<file path="config.mk">
export PLATFORM = sky130hd
export DESIGN_NAME = mask_stat_flat
export DESIGN_NICKNAME = d
export VERILOG_FILES = /design/src/rtl/mask_stat_if.sv /design/src/rtl/mask_stat.sv /design/src/flat_wrapper.sv
export SDC_FILE = /design/constraint.sdc
export NUM_CORES = 1
export LEC_CHECK = 0
export BUFFER_PORTS_ARGS = -buffer_cell sky130_fd_sc_hd__buf_2
export CAP_MARGIN = 25
export CORE_MARGIN = 2
export CORE_UTILIZATION = 53
export CTS_CLUSTER_DIAMETER = 200
export DETAILED_ROUTE_END_ITERATION = 6
export GPL_TIMING_DRIVEN = 0
export PLACE_DENSITY = 0.79
export SYNTH_ARGS = -nofsm -noshare
export SYNTH_HDL_FRONTEND = slang
export SYNTH_SLANG_ARGS = --single-unit
</file>
<file path="constraint.sdc">
create_clock -name sys_clk -period 5.6 [get_ports sys_clk]
set_clock_uncertainty 0.1 [all_clocks]
set_input_delay 0 -clock sys_clk [delete_from_list [all_inputs] [get_ports sys_clk]]
set_output_delay 0 -clock sys_clk [all_outputs]
set_load 0.02 [all_outputs]
</file>
<file path="src/rtl/mask_stat_if.sv">
// Video-in / frame-result bundle for mask_stat.
// The master drives the pixel stream and receives the per-frame statistics.
// The slave is the statistics block.
interface mask_stat_if #(
   parameter int unsigned H_WIDTH   = 11,
   parameter int unsigned V_WIDTH   = 11,
   parameter int unsigned CNT_WIDTH = 22
);

   logic                 i_de;
   logic                 i_vsync;
   logic                 i_mask;
   logic                 o_valid;
   logic                 o_found;
   logic [CNT_WIDTH-1:0] o_count;
   logic [H_WIDTH-1:0]   o_x_min;
   logic [H_WIDTH-1:0]   o_x_max;
   logic [V_WIDTH-1:0]   o_y_min;
   logic [V_WIDTH-1:0]   o_y_max;

   modport master (
      output i_de, i_vsync, i_mask,
      input  o_valid, o_found, o_count, o_x_min, o_x_max, o_y_min, o_y_max
   );

   modport slave (
      input  i_de, i_vsync, i_mask,
      output o_valid, o_found, o_count, o_x_min, o_x_max, o_y_min, o_y_max
   );

endinterface

</file>
<file path="src/rtl/mask_stat.sv">
// mask_stat: per-frame colour-mask statistics.
// It counts the masked pixels in each frame, reports found when the count
// reaches MIN_COUNT, and optionally tracks the bounding box of the masked pixels.
// i_mask arrives one cycle after its i_de/i_vsync. The block delays de/vsync
// by one stage so the three signals line up.
// Optional feature: define MASK_STAT_BBOX_EN to build the bounding-box logic.
// Without it, o_x_*/o_y_* are tied to 0.
module mask_stat #(
   parameter int unsigned H_WIDTH   = 11,
   parameter int unsigned V_WIDTH   = 11,
   parameter int unsigned CNT_WIDTH = 22,
   parameter int unsigned MIN_COUNT = 64
) (
   input  logic        sys_clk,
   input  logic        sys_rst_n,
   mask_stat_if.slave  bus
);

   // Compare the count against MIN_COUNT in at least 32 bits.
   // A narrow counter therefore never truncates the threshold.
   localparam int unsigned CMP_WIDTH = (CNT_WIDTH > 32) ? CNT_WIDTH : 32;

   typedef enum logic [1:0] {
      IDLE = 2'd0,
      ACC  = 2'd1,
      DONE = 2'd2
   } state_t;

   state_t               state_q;
   state_t               state_d;

   logic                 de_d;
   logic                 vs_d;
   logic                 vs_dd;
   logic                 vs_rise;
   logic                 pix_hit;
   logic                 acc_en;
   logic                 acc_clear;
   logic                 frame_close;

   logic [CNT_WIDTH-1:0] cnt_q;
   logic [CNT_WIDTH-1:0] cnt_d;

   logic                 valid_q;
   logic                 found_q;
   logic [CNT_WIDTH-1:0] count_q;

   // One-stage delay of the sync signals, aligning them with i_mask
   always_ff @(posedge sys_clk or negedge sys_rst_n) begin
      if (!sys_rst_n) begin
         de_d  <= 1'b0;
         vs_d  <= 1'b0;
         vs_dd <= 1'b0;
      end else begin
         de_d  <= bus.i_de;
         vs_d  <= bus.i_vsync;
         vs_dd <= vs_d;
      end
   end

   assign vs_rise = vs_d & ~vs_dd;
   assign pix_hit = de_d & bus.i_mask;
   assign acc_en  = (state_q == ACC) & pix_hit;

   // FSM state register
   always_ff @(posedge sys_clk or negedge sys_rst_n) begin
      if (!sys_rst_n) begin
         state_q <= IDLE;
      end else begin
         state_q <= state_d;
      end
   end

   // FSM next state.
   // The first vsync after reset only arms accumulation.
   // Every later vsync closes a frame.
   always_comb begin
      state_d     = state_q;
      acc_clear   = 1'b0;
      frame_close = 1'b0;
      case (state_q)
         IDLE: begin
            acc_clear = 1'b1;
            if (vs_rise) begin
               state_d = ACC;
            end
         end
         ACC: begin
            if (vs_rise) begin
               state_d     = DONE;
               frame_close = 1'b1;
            end
         end
         DONE: begin
            state_d   = ACC;
            acc_clear = 1'b1;
         end
         default: begin
            state_d   = IDLE;
            acc_clear = 1'b1;
         end
      endcase
   end

   // Next value of the saturating mask-pixel count.
   // It includes a pixel that coincides with the closing vsync.
   always_comb begin
      cnt_d = cnt_q;
      if (acc_clear) begin
         cnt_d = '0;
      end else if (acc_en && (cnt_q != {CNT_WIDTH{1'b1}})) begin
         cnt_d = cnt_q + CNT_WIDTH'(1);
      end
   end

   // Mask-pixel count register
   always_ff @(posedge sys_clk or negedge sys_rst_n) begin
      if (!sys_rst_n) begin
         cnt_q <= '0;
      end else begin
         cnt_q <= cnt_d;
      end
   end

   // Result registers: load on frame close, so o_valid is high during DONE.
   // Count and found hold until the next close.
   always_ff @(posedge sys_clk or negedge sys_rst_n) begin
      if (!sys_rst_n) begin
         valid_q <= 1'b0;
         found_q <= 1'b0;
         count_q <= '0;
      end else begin
         valid_q <= frame_close;
         if (frame_close) begin
            count_q <= cnt_d;
            found_q <= (CMP_WIDTH'(cnt_d) >= CMP_WIDTH'(MIN_COUNT));
         end
      end
   end

   assign bus.o_valid = valid_q;
   assign bus.o_found = found_q;
   assign bus.o_count = count_q;

`ifdef MASK_STAT_BBOX_EN

   logic                 de_dd;
   logic                 de_fall;
   logic [H_WIDTH-1:0]   x_q;
   logic [V_WIDTH-1:0]   y_q;
   logic [H_WIDTH-1:0]   x_min_q;
   logic [H_WIDTH-1:0]   x_max_q;
   logic [V_WIDTH-1:0]   y_min_q;
   logic [V_WIDTH-1:0]   y_max_q;
   logic [H_WIDTH-1:0]   x_min_d;
   logic [H_WIDTH-1:0]   x_max_d;
   logic [V_WIDTH-1:0]   y_min_d;
   logic [V_WIDTH-1:0]   y_max_d;
   logic [H_WIDTH-1:0]   o_x_min_q;
   logic [H_WIDTH-1:0]   o_x_max_q;
   logic [V_WIDTH-1:0]   o_y_min_q;
   logic [V_WIDTH-1:0]   o_y_max_q;

   assign de_fall = de_dd & ~de_d;

   // Delayed de, used to detect the end of each line
   always_ff @(posedge sys_clk or negedge sys_rst_n) begin
      if (!sys_rst_n) begin
         de_dd <= 1'b0;
      end else begin
         de_dd <= de_d;
      end
   end

   // Column counter: saturating.
   // It gives the column of the pixel in the current cycle and resets after each line.
   always_ff @(posedge sys_clk or negedge sys_rst_n) begin
      if (!sys_rst_n) begin
         x_q <= '0;
      end else if (de_fall) begin
         x_q <= '0;
      end else if (de_d && (x_q != {H_WIDTH{1'b1}})) begin
         x_q <= x_q + H_WIDTH'(1);
      end
   end

   // Row counter: saturating. It steps at each line end and resets on vsync.
   always_ff @(posedge sys_clk or negedge sys_rst_n) begin
      if (!sys_rst_n) begin
         y_q <= '0;
      end else if (vs_rise) begin
         y_q <= '0;
      end else if (de_fall && (y_q != {V_WIDTH{1'b1}})) begin
         y_q <= y_q + V_WIDTH'(1);
      end
   end

   // Next running bounds of the masked pixels.
   // Minima start at all-ones and maxima start at zero.
   always_comb begin
      x_min_d = x_min_q;
      x_max_d = x_max_q;
      y_min_d = y_min_q;
      y_max_d = y_max_q;
      if (acc_clear) begin
         x_min_d = {H_WIDTH{1'b1}};
         x_max_d = '0;
         y_min_d = {V_WIDTH{1'b1}};
         y_max_d = '0;
      end else if (acc_en) begin
         if (x_q < x_min_q) x_min_d = x_q;
         if (x_q > x_max_q) x_max_d = x_q;
         if (y_q < y_min_q) y_min_d = y_q;
         if (y_q > y_max_q) y_max_d = y_q;
      end
   end

   // Running bound registers
   always_ff @(posedge sys_clk or negedge sys_rst_n) begin
      if (!sys_rst_n) begin
         x_min_q <= {H_WIDTH{1'b1}};
         x_max_q <= '0;
         y_min_q <= {V_WIDTH{1'b1}};
         y_max_q <= '0;
      end else begin
         x_min_q <= x_min_d;
         x_max_q <= x_max_d;
         y_min_q <= y_min_d;
         y_max_q <= y_max_d;
      end
   end

   // Bounding-box results.
   // An empty frame reports 0 rather than the initial extremes.
   always_ff @(posedge sys_clk or negedge sys_rst_n) begin
      if (!sys_rst_n) begin
         o_x_min_q <= '0;
         o_x_max_q <= '0;
         o_y_min_q <= '0;
         o_y_max_q <= '0;
      end else if (frame_close) begin
         if (cnt_d == '0) begin
            o_x_min_q <= '0;
            o_x_max_q <= '0;
            o_y_min_q <= '0;
            o_y_max_q <= '0;
         end else begin
            o_x_min_q <= x_min_d;
            o_x_max_q <= x_max_d;
            o_y_min_q <= y_min_d;
            o_y_max_q <= y_max_d;
         end
      end
   end

   assign bus.o_x_min = o_x_min_q;
   assign bus.o_x_max = o_x_max_q;
   assign bus.o_y_min = o_y_min_q;
   assign bus.o_y_max = o_y_max_q;

`else

   // Bounding box not built: the box outputs read 0
   assign bus.o_x_min = '0;
   assign bus.o_x_max = '0;
   assign bus.o_y_min = '0;
   assign bus.o_y_max = '0;

`endif

endmodule

</file>
<file path="src/flat_wrapper.sv">
// flat-port wrapper written by rule: the top's interface ports become plain ports
module mask_stat_flat 
#(
   parameter int unsigned H_WIDTH   = 11,
   parameter int unsigned V_WIDTH   = 11,
   parameter int unsigned CNT_WIDTH = 22,
   parameter int unsigned MIN_COUNT = 64
)
  (sys_clk, sys_rst_n, bus_i_de, bus_i_vsync, bus_i_mask, bus_o_valid, bus_o_found, bus_o_count, bus_o_x_min, bus_o_x_max, bus_o_y_min, bus_o_y_max);
  mask_stat_if #(.H_WIDTH(H_WIDTH), .V_WIDTH(V_WIDTH), .CNT_WIDTH(CNT_WIDTH)) bus_i ();
  input  logic sys_clk;
  input  logic sys_rst_n;
  input wire logic [$bits(bus_i.i_de)-1:0] bus_i_de;
  input wire logic [$bits(bus_i.i_vsync)-1:0] bus_i_vsync;
  input wire logic [$bits(bus_i.i_mask)-1:0] bus_i_mask;
  output wire logic [$bits(bus_i.o_valid)-1:0] bus_o_valid;
  output wire logic [$bits(bus_i.o_found)-1:0] bus_o_found;
  output wire logic [$bits(bus_i.o_count)-1:0] bus_o_count;
  output wire logic [$bits(bus_i.o_x_min)-1:0] bus_o_x_min;
  output wire logic [$bits(bus_i.o_x_max)-1:0] bus_o_x_max;
  output wire logic [$bits(bus_i.o_y_min)-1:0] bus_o_y_min;
  output wire logic [$bits(bus_i.o_y_max)-1:0] bus_o_y_max;
  assign bus_i.i_de = bus_i_de;
  assign bus_i.i_vsync = bus_i_vsync;
  assign bus_i.i_mask = bus_i_mask;
  assign bus_o_valid = bus_i.o_valid;
  assign bus_o_found = bus_i.o_found;
  assign bus_o_count = bus_i.o_count;
  assign bus_o_x_min = bus_i.o_x_min;
  assign bus_o_x_max = bus_i.o_x_max;
  assign bus_o_y_min = bus_i.o_y_min;
  assign bus_o_y_max = bus_i.o_y_max;
  mask_stat #(.H_WIDTH(H_WIDTH), .V_WIDTH(V_WIDTH), .CNT_WIDTH(CNT_WIDTH), .MIN_COUNT(MIN_COUNT)) u_core (.sys_clk(sys_clk), .sys_rst_n(sys_rst_n), .bus(bus_i));
endmodule
</file>
# After elaboration in Yosys (flattened, before gate mapping)
# Index checks and enable logic that the tools add are counted.
[word_totals]
regBits = 51
inputBits = 5
output_inout_bits = 68
elab_cells = 29
[classes]
addsub = 1
order_cmp = 1
eq_ne = 5
n_mux = 7
bitwise_logic = 4
reduce_logical = 3
[ops]
columns = ["op", "count"]
rows = [
  ["two-way mux 22 bit", 2],
  ["adder 22 x 1 -> 22 bit (second input constant)", 1],
  ["greater-or-equal comparator 22 x 7 -> 1 bit (second input constant)", 1],
  ["!= test 22 bit (second input constant)", 1],
  ["one-hot mux 2 bit (3 select lines)", 1],
  ["two-way mux 2 bit", 2],
  ["!= test 2 x 1 -> 1 bit (second input constant)", 2],
  ["bitwise AND 1 bit", 3],
  ["== test 2 x 1 -> 1 bit (second input constant)", 1],
  ["== test 2 bit (second input constant)", 1],
  ["zero test 2 bit", 1],
  ["two-way mux 1 bit", 2],
  ["AND reduction 2 bit", 1],
  ["logical AND 1 bit", 1],
  ["NOT 1 bit", 1],
]

# Depth between registers and ports, before layout
# Gate-level depths: netlist of the first run.
[depth]
word_depth = 6
ltp_mapped = 9
depth_no_buf = 8

# Least setup slack after synthesis of the first run
# Ideal clock, no wire load.
[synth_path]
path_kind = "register to register"
from = "register u_core.cnt_q[21]"
to = "register u_core.found_q (netlist: u_core.bus.o_found)"
setup_time_ns = 0.134
arrival_ns = 1.994
required_time_ns = 5.366
path_slack_ns = 3.372
path_stages_with_launch = 8
n_path_buf = 1
period_less_slack_ns = 2.228
cell_sequence = "dfrtp_1 > nand4_2 > or2_0 > buf_2 > o41a_4 > a41o_4 > a2111oi_4 > a31oi_1"
[synth_via]
elab_chain_cells = 5
elab_cells_between_ends = 6
classes_between = "add/sub: 1; order compare: 1; eq/ne: 1; mux: 2; reduce/logical: 1"
[synth_rtl]
columns = ["item", "line", "text"]
rows = [
  ["from (decl)", "mask_stat.sv:41", "logic [CNT_WIDTH-1:0] cnt_q;"],
  ["from (signal assigned)", "mask_stat.sv:121", "cnt_q <= cnt_d;"],
  ["!= test 22 bit", "mask_stat.sv:111", "end else if (acc_en && (cnt_q != {CNT_WIDTH{1'b1}})) begin"],
  ["logical AND 1 bit", "mask_stat.sv:111", ""],
  ["two-way mux 22 bit", "mask_stat.sv:111", ""],
  ["two-way mux 22 bit", "mask_stat.sv:109", "if (acc_clear) begin"],
  ["via u_core.cnt_d[9]", "mask_stat.sv:42", "logic [CNT_WIDTH-1:0] cnt_d;"],
  ["greater-or-equal comparator 22 x 7 -> 1 bit", "mask_stat.sv:136", "found_q <= (CMP_WIDTH'(cnt_d) >= CMP_WIDTH'(MIN_COUNT));"],
  ["to (signal assigned)", "mask_stat.sv:136", ""],
  ["to (decl)", "mask_stat.sv:45", "logic found_q;"],
]
# The timed path passes the listed nets, and every way through them passes these cells.
# A chain may end at the register's enable or synchronous reset.

# Final worst setup path of the first run
[layout_path]
from = "register u_core.cnt_q[0]"
to = "register u_core.found_q (netlist: u_core.bus.o_found)"
[layout_via]
elab_chain_cells = 5
elab_cells_between_ends = 6
classes_between = "add/sub: 1; order compare: 1; eq/ne: 1; mux: 2; reduce/logical: 1"
[layout_rtl]
columns = ["item", "line"]
rows = [
  ["branches (longest 2 deep; another with adder 22 x 1 -> 22 bit)", "--"],
  ["two-way mux 22 bit *", "mask_stat.sv:111"],
  ["two-way mux 22 bit *", "mask_stat.sv:109"],
  ["greater-or-equal comparator 22 x 7 -> 1 bit *", "mask_stat.sv:136"],
]
# Mark *: on every way between the ends.

==> summary.txt, run 1 <==
grt met1 use: 26.8%
Setup crit end: u_core.bus.o_found$_DFFE_PN0P_
DR vias: 2028
Final Slew Violations: 0
IO Count: 73
via/cell ratio: 4.79
CP top delay family: compound AO/OA/AOI/OAI gates
R2R Path End: u_core.bus.o_found$_DFFE_PN0P_
Compound-Gate Fraction of Synth Area: 11.4%
clock transition at the registers of the reported paths: 90 ps
global-route wire length before repair: 8.49 mm
startpoint type of the worst setup path: flop
Hold WS: 145 ps
DRT Pass-1 Iters: 4
XOR/XNOR Fraction of Synth Area: 5.86%
Hold Path Class: in2async
GRT overflow: 0
number of post-CTS setup repair buffers: 0
FFs w/ async S/R, synth: 100%
Crit-path slowest cell: nor3_2
vias in the first global route: 1818
clk buf depth: 2
Synth Area in Adders: 0.465%
Mapped Cells: 274
P per Cell Area: 262 nW/um^2
Num CTS Buffers: 5
r2r worst-path depth: 8
fin crit share: 47.5%
routability congestion estimate: 0.892
Area growth, synth to finish: 19.7%
CP cell instances: ha_1 -> nand2_1 -> nor3_2 -> a41oi_1 -> o21ai_0 -> o21ai_0 -> a2111oi_4 -> a31oi_1
CP peak stage delay: 490 ps
most frequent cells in the layout: dfrtp_1, buf_4, conb_1
antenna-violating nets left: 0
largest family of logic cells by synthesized area: simple AND/OR/NAND/NOR gates
layout cells sized above 1: 25.8%
RSZ-0062 raised after global routing: false
port bufs: 28
number of filler cells placed in the layout: 430
setup violators final: 0
CTS H-Tree Depth: 2
Max-Cap Viols: 0
mux cell area share after synthesis: 1.12%
Mapped Avg Cell Area: 9.82 sq um
Avg WL per Cell: 12.8 um
CTS root buf: clkbuf_8
Peak Freq: 0.376 GHz
CP startpoint: u_core.cnt_q[0]$_DFF_PN0_
die area: 5660 sq um
Pleak: 1.71 nW
Hold Violations, Final: 0
GRT busiest layer: met2
Crit path depth: 8
Synth Flop Type: dfrtp_1
YS warnings: 0
commonest non-fill, non-tap cell in the layout: dfrtp_1
die width: 75.3 um
clock sinks: 51
Seq/Total Area, Yosys: 47.4%
largest net degree at the start of global routing: 27
synthesis-stage register bit count: 51
crit-path max FO: 10
setup TNS: 0 ps
most frequent CP cell: o21ai_0
VDD IR max: 0.198 mV
reg2reg setup slack: 2940 ps
clk_lat worst skew: 300 ps
Synth area leaders: dfrtp_1, buf_4, nand2_1
CP Buf/Inv Count: 0
Worst-Margin Slew: 617 ps
share of the synthesized area in the top cell type: 47.4%
GR Util met2: 33.6%
Slew headroom: 58.8%
Post-DP HPWL: 3.98 mm
number of synthesized flops with an enable pin: 0
1st-iter DRT viols: 77
Core ar.: 4820 sq um
FP Rows: 25
leading area contributor after synthesis: dfrtp_1
Initial Util: 55.9%
crit path kind: reg2reg
Nets: 362
Die Span Y: 75.3 um
CP Data Arrival Time: 2730 ps
Antenna Cells: 0
Tmin final: 2660 ps
Total GRT Usage: 20.1%
Remaining DRCs: 0
Netlist Area Pre-Place: 2690 sq um
worst r2r src: u_core.cnt_q[0]$_DFF_PN0_
post-synth cell types: 43
Worst setup EP type: flop
CTS tree: built
initial antenna violation count: 0
Synth Area in Simple Gates: 18.6%
outcome: finished clean
Detailed Route WL: 5.41 mm
worst path required time: 5670 ps
met3 Use GR: 3.88%
metrics by stage:
stage               instances  worst slack [ps]  instance area (sq um)  utilization [%]  power, mW
global placement          412              2980                   3080             63.9      0.630
finish                    423              2940                   3220             66.9      0.843
CTS                       423              2930                   3220             66.9      0.847
floorplan                 317              3370                   2850                -      0.570
global route              423              2730                   3220             66.9      0.883
detailed placement        413              2950                   3100             64.4      0.636
power by group:
| part | switching, mW | internal, mW |
|---|---|---|
| Combinational | 0.155 | 0.0678 |
| Sequential | 0.0160 | 0.392 |
| Clock | 0.114 | 0.0972 |
final cells by class:
| cell class | instances | area [sq um] | share of cell area, % |
|---|---|---|---|
| multi-input cells | 204 | 1170 | 36.5 |
| well taps | 67 | 83.8 | 2.60 |
| clock inverters | 1 | 5.00 | 0.155 |
| inverters | 7 | 26.3 | 0.816 |
| clock buffers | 6 | 82.6 | 2.56 |
| flip-flops and latches | 51 | 1280 | 39.6 |
| plain buffers | 55 | 375 | 11.7 |
| repair buffers | 32 | 198 | 6.14 |
kinds of logic after synthesis:
family	count (synthesis)
and+or+nand+nor	98
buffers and inverters	62
DFF	51
AOI/OAI and AO/OA	40
xor gates and xnor gates	18
muxes	3
adders and majority gates	1
other	1
what timing repair did:
action | 4_1_cts | 5_1_grt
endpoints found under the hold margin | 27 | 0
hold buffers | 3 | 0
gates resized for setup | 0 | 0
flip-flops by register name, indices dropped and copies added, names as in the netlist:
name                count
u_core.bus.o_count     22
u_core.bus.o_valid      1
u_core.cnt_q           22
u_core.vs_d             1
u_core.state_q          2
u_core.vs_dd            1
u_core.bus.o_found      1
u_core.de_d             1
how the worst min path moves through the flow:
stage                         start                                end  slack, ps
after floorplan           sys_rst_n  u_core.bus.o_count[0]$_DFFE_PN0P_       -400
after global placement     bus_i_de              u_core.de_d$_DFF_PN0_          8
after detailed placement  sys_rst_n              u_core.de_d$_DFF_PN0_        -50
after CTS                 sys_rst_n         u_core.cnt_q[16]$_DFF_PN0_        160
after global routing      sys_rst_n          u_core.cnt_q[0]$_DFF_PN0_        200
final                     sys_rst_n              u_core.de_d$_DFF_PN0_        140
synth_stat cells (all sizes together) (2+ instances only):
library cell  number
nor2              24
mux2i              3
nor3               5
nand4b             2
nand4              7
xor2               8
nor2b              2
and4               3
a31oi              4
inv                7
nand3              5
and3               6
dfrtp             51
buf               48
clkbuf             7
o21ai             18
a41o               2
nand2b             2
xnor2             10
o31ai              7
nand2             37
nor4b              2
metal layers:
metal,vias to the layer above,share of wire [%]
met5,-,0
met4,0,1.1
met3,6,5.9
met2,72,48
met1,945,45
li1,1005,-
worst reg2reg max path, cell delays in order, from the launching register on:
cell	delay [ps]
dfrtp_1	390
ha_1	190
nand2_1	110
nor3_2	490
a41oi_1	170
o21ai_0	360
o21ai_0	230
a2111oi_4	360
a31oi_1	140
Note: power is estimated with default switching activity, not from simulation.
==> run 2: changes to the inputs <==
--- a/config.mk
+++ b/config.mk
@@ -8,11 +8,11 @@
 export BUFFER_PORTS_ARGS = -buffer_cell sky130_fd_sc_hd__buf_2
 export CAP_MARGIN = 25
 export CORE_MARGIN = 2
-export CORE_UTILIZATION = 53
+export CORE_UTILIZATION = 47
 export CTS_CLUSTER_DIAMETER = 200
 export DETAILED_ROUTE_END_ITERATION = 6
 export GPL_TIMING_DRIVEN = 0
-export PLACE_DENSITY = 0.79
+export PLACE_DENSITY = 0.74
 export SYNTH_ARGS = -nofsm -noshare
 export SYNTH_HDL_FRONTEND = slang
 export SYNTH_SLANG_ARGS = --single-unit
==> constraint.sdc (replaced) <==
create_clock -name sys_clk -period 2.3 [get_ports sys_clk]
set_clock_uncertainty 0.1 [all_clocks]
set_input_delay 0 -clock sys_clk [delete_from_list [all_inputs] [get_ports sys_clk]]
set_output_delay 0 -clock sys_clk [all_outputs]
set_load 0.02 [all_outputs]
==> run 2 against run 1 <==
Compared with the run above:
- the run now ends with setup timing left
- final cell count increased by 8.3%
- sequential cell count unchanged
- clock-buffer cell count unchanged
- largest cell class is now multi-input combinational cells
- sequential power increased by 140%
- power increased by 150%
- combinational power increased to 2.6 times the previous value
- routed wire length increased by 18%
- largest power group unchanged
==> summary.txt, run 2 (same netlist as run 1, synthesis figures left out) <==
outcome: finished with violations
failing checks: setup timing
commonest non-fill, non-tap cell in the layout: buf_4
port bufs: 28
crit path kind: reg2reg
DRT Pass-1 Iters: 4
r2r worst-path depth: 8
Antenna Cells: 0
setup violators final: 1
Placed Cells: 418
Slew headroom: 60.3%
Core ar.: 5510 sq um
met3 WL post-DR: 528 um
die area: 6350 sq um
Top Layer Used: met4
Post-Layout Cell Count: 458
Avg WL per Cell: 13.9 um
vias in the first global route: 2001
R2R Path End: u_core.bus.o_found$_DFFE_PN0P_
RSZ-0062 raised after global routing: true
CTS root buf: clkbuf_8
IO Count: 73
most frequent cells in the layout: buf_4, dfrtp_1, conb_1
clk_lat worst skew: 310 ps
Remaining DRCs: 0
P per Cell Area: 587 nW/um^2
1st-iter DRT viols: 188
Post-DP HPWL: 3.99 mm
Hold Violations, Final: 0
antenna-violating nets left: 0
die width: 79.7 um
clock sinks: 51
Total GRT Usage: 20.0%
Worst-Margin Slew: 596 ps
Worst setup EP type: flop
met1 WL: 2.63 mm
Peak Freq: 0.420 GHz
Area growth, synth to finish: 32.6%
Initial Util: 48.9%
FP Rows: 27
Die Span Y: 79.7 um
CTS tree: built
Final Slew Violations: 0
startpoint type of the worst setup path: flop
metal2 WL: 3.07 mm
routability congestion estimate: 0.914
Design Power: 2.10 mW
fin crit share: 104%
Pleak: 1.89 nW
crit-path max FO: 6
worst r2r src: u_core.cnt_q[17]$_DFF_PN0_
setup ws final: -81.0 ps
layout cells sized above 1: 37.3%
Final Util: 64.8%
Num CTS Buffers: 5
Nets: 392
VDD IR max: 0.397 mV
via/cell ratio: 4.94
clock transition at the registers of the reported paths: 90 ps
largest net degree at the start of global routing: 28
Detailed Route WL: 6.37 mm
clk buf depth: 2
global-route wire length before repair: 9.74 mm
DR vias: 2263
Hold Path Class: in2async
Tmin final: 2380 ps
CP Data Arrival Time: 2460 ps
reg2reg setup slack: -80 ps
CP startpoint: u_core.cnt_q[17]$_DFF_PN0_
worst path required time: 2380 ps
CTS H-Tree Depth: 2
GRT overflow: 0
Max-Cap Viols: 0
initial antenna violation count: 0
-- run 2: area by class of cell --
type,instances,area (sq um)
fillers,461,1940
plain buffers,55,378
multi-input cells,204,1290
inverters,7,26.3
flip-flops and latches,51,1280
repair buffers,62,419
well taps,72,90.1
clock inverters,1,5.00
clock buffers,6,82.6
-- run 2: repair_timing --
| action | CTS | global route |
|---|---|---|
| gates resized for setup | 19 | 13 |
| endpoints found under the setup margin | 3 | 7 |
| pin swaps | 7 | 8 |
| endpoints found under the hold margin | 26 | 0 |
| buffers inserted | 22 | 8 |
| hold buffers | 3 | 0 |
-- run 2: power breakdown --
part	switching, mW	total, mW	internal [mW]
Clock	0.297	0.534	0.237
Sequential	0.0366	0.992	0.955
Combinational	0.393	0.571	0.178
Total	0.727	2.10	1.37
-- run 2: worst max path at each step --
stage | depth (start not counted) | slack [ps] | to
after CTS | 6 | 4 | u_core.bus.o_found$_DFFE_PN0P_
after global placement | 8 | -410 | u_core.bus.o_found$_DFFE_PN0P_
after floorplan | 7 | 70 | u_core.bus.o_found$_DFFE_PN0P_
after global routing | 8 | -180 | u_core.bus.o_found$_DFFE_PN0P_
after detailed placement | 8 | -400 | u_core.bus.o_found$_DFFE_PN0P_
final | 8 | -80 | u_core.bus.o_found$_DFFE_PN0P_
-- run 2: metal layers --
layer,vias to the layer above,track usage [%]
li1,1067,-
met1,1067,27.2
met2,113,31.0
met3,16,4.07
met4,0,8.45
met5,-,0
-- run 2: stage by stage --
step / setup TNS (ps) / setup WS, ps / cell area, sq um / hold WS (ps)
after floorplan: 0 / 71.6 / 2850 / -396
after global placement: -446 / -410 / 3080 / 9.44
after detailed placement: -503 / -396 / 3100 / -63.6
after CTS: 0 / 3.60 / 3460 / 134
after global routing: -400 / -183 / 3570 / 173
final: -81.0 / -81.0 / 3570 / 121
-- run 2: worst max-delay path, stage by stage, from the launching register on --
cell and delay [ps]:
dfrtp_1 400, nand3_2 150, or2_0 250, buf_2 180, o41a_4 420, and3_4 210
xnor2_2 210, a41o_1 240, a31oi_1 100
==> run 3: changes to the inputs <==
--- a/config.mk
+++ b/config.mk
@@ -9,6 +9,7 @@
 export CAP_MARGIN = 25
 export CORE_MARGIN = 2
 export CORE_UTILIZATION = 47
+export CTS_BUF_LIST = sky130_fd_sc_hd__clkbuf_16
 export CTS_CLUSTER_DIAMETER = 200
 export DETAILED_ROUTE_END_ITERATION = 6
 export GPL_TIMING_DRIVEN = 0
@@ -16,3 +17,4 @@
 export SYNTH_ARGS = -nofsm -noshare
 export SYNTH_HDL_FRONTEND = slang
 export SYNTH_SLANG_ARGS = --single-unit
+export TNS_END_PERCENT = 5
==> run 3 against run 2 <==
Compared with the run above:
- the run still ends with setup timing left
- worst hold slack improved by 36 ps
- clock power increased by 30%
- register-to-register slack worse by 90 ps
- sequential power increased by 0.4%
- final cell count decreased by 0.44%
- worst setup slack worse by 93 ps
- clock-buffer cell count fell by 1
- utilization increased by 1.3 points
- critical path type unchanged
- highest routed layer unchanged
==> summary.txt, run 3 (same netlist as run 1, synthesis figures left out) <==
Post-DP HPWL: 3.99 mm
port bufs: 28
failing checks: setup timing
Die Span Y: 79.7 um
Placed Cells: 418
CP Buf/Inv Count: 1
1st-iter DRT viols: 267
Core ar.: 5510 sq um
largest net degree at the start of global routing: 28
CP Data Arrival Time: 2530 ps
clock transition at the registers of the reported paths: 60 ps
Total GRT Usage: 19.7%
Crit-path slowest cell: o41a_4
Hold Path Class: in2async
startpoint type of the worst setup path: flop
Remaining DRCs: 0
setup TNS: -174 ps
Switching Fraction: 32.4%
r2r worst-path depth: 8
Hold Violations, Final: 0
Slew headroom: 59.7%
CTS tree: built
via/cell ratio: 4.98
GRT overflow: 0
die width: 79.7 um
internal power: 1.52 mW
Max-Cap Viols: 0
Post-Layout Cell Count: 456
Clock power frac: 30.9%
setup ws final: -174 ps
Worst-Margin Slew: 604 ps
Sw Pwr: 0.728 mW
Num CTS Buffers: 5
CP peak stage delay: 540 ps
Initial Util: 48.9%
CTS H-Tree Depth: 2
initial antenna violation count: 0
CTS root buf: clkbuf_16
placed instance area: 3100 sq um
Tmin final: 2470 ps
CP top delay family: compound AO/OA/AOI/OAI gates
worst path required time: 2360 ps
DRT Pass-1 Iters: 5
Crit path depth: 8
Peak Freq: 0.404 GHz
sequential power share: 44.4%
IO Count: 73
multi-input gate area in the final layout: 1320 sq um
Pleak: 1.92 nW
FP Rows: 27
Hold WS: 157 ps
DR vias: 2271
Avg WL per Cell: 14.2 um
clk buf depth: 2
antenna-violating nets left: 0
routability congestion estimate: 0.914
Detailed Route WL: 6.47 mm
commonest non-fill, non-tap cell in the layout: buf_4
Combinational Power Share: 24.7%
setup violators final: 1
outcome: finished with violations
register area: 1280 sq um
die area: 6350 sq um
crit path kind: reg2reg
RSZ-0062 raised after global routing: true
CP cell instances: nand3_2 -> or2_0 -> buf_4 -> o41a_4 -> nand4_1 -> xor2_2 -> a41o_1 -> a31oi_1
vias in the first global route: 1946
clk_lat worst skew: 290 ps
crit-path max FO: 6
global-route wire length before repair: 9.54 mm
fin crit share: 108%
Area growth, synth to finish: 35.2%
P per Cell Area: 617 nW/um^2
Final Slew Violations: 0
VDD IR max: 0.362 mV
most frequent cells in the layout: buf_4, dfrtp_1, conb_1
clock sinks: 51
Worst setup EP type: flop
number of filler cells placed in the layout: 441
layout cells sized above 1: 37.0%
Nets: 390
Antenna Cells: 0
cell area after layout: 3640 sq um
[run 3: power by group through the flow]
stage                     Clock, mW  Sequential, mW  Combinational (mW)
final                         0.694           0.996               0.555
after CTS                     0.707           0.996               0.550
after global routing          0.746            1.01               0.609
after detailed placement          0            1.01               0.535
after floorplan                   0            1.06               0.331
after global placement            0            1.01               0.519
[run 3: worst paths after layout]
check                                      startpoint  slack [ps]                           endpoint
max                        u_core.cnt_q[17]$_DFF_PN0_        -170     u_core.bus.o_found$_DFFE_PN0P_
min reg2reg                     u_core.vs_d$_DFF_PN0_         290             u_core.vs_dd$_DFF_PN0_
min in group sys_clk                         bus_i_de         250              u_core.de_d$_DFF_PN0_
min                                         sys_rst_n         160  u_core.bus.o_count[1]$_DFFE_PN0P_
max in group asynchronous                   sys_rst_n        1390         u_core.cnt_q[21]$_DFF_PN0_
max reg2reg                u_core.cnt_q[17]$_DFF_PN0_        -170     u_core.bus.o_found$_DFFE_PN0P_
[run 3: repair_timing]
| item | in CTS | in global routing |
|---|---|---|
| setup endpoints to repair | 3 | 6 |
| pin swaps | 8 | 15 |
| buffers inserted | 23 | 5 |
| hold endpoints to repair | 26 | 0 |
| hold buffers | 3 | 0 |
| resized for setup | 18 | 15 |
[run 3: metal layers]
layer,global-route usage [%],share of wire (%)
met1,27.2,41
met2,30.2,47
met3,3.96,9.0
met4,7.93,2.8
met5,0,0
[run 3: cell type report]
type	instances	area share (%)
tap	72	2.48
sequential	51	35.2
timing repair buffer	60	11.3
inverter	7	0.722
clock buffer	5	3.44
buffer	55	10.4
multi-input combinational	204	36.2
clock inverter	2	0.241
[run 3: metrics by stage]
stage | power [mW] | utilization, % | setup WS, ps
6_report | 2.24 | 66.1 | -174
5_1_grt | 2.36 | 66.1 | -272
4_1_cts | 2.25 | 63.7 | 3.62
3_5_place_dp | 1.54 | 56.4 | -396
3_3_place_gp | 1.53 | 56.0 | -410
2_1_floorplan | 1.39 | - | 71.6
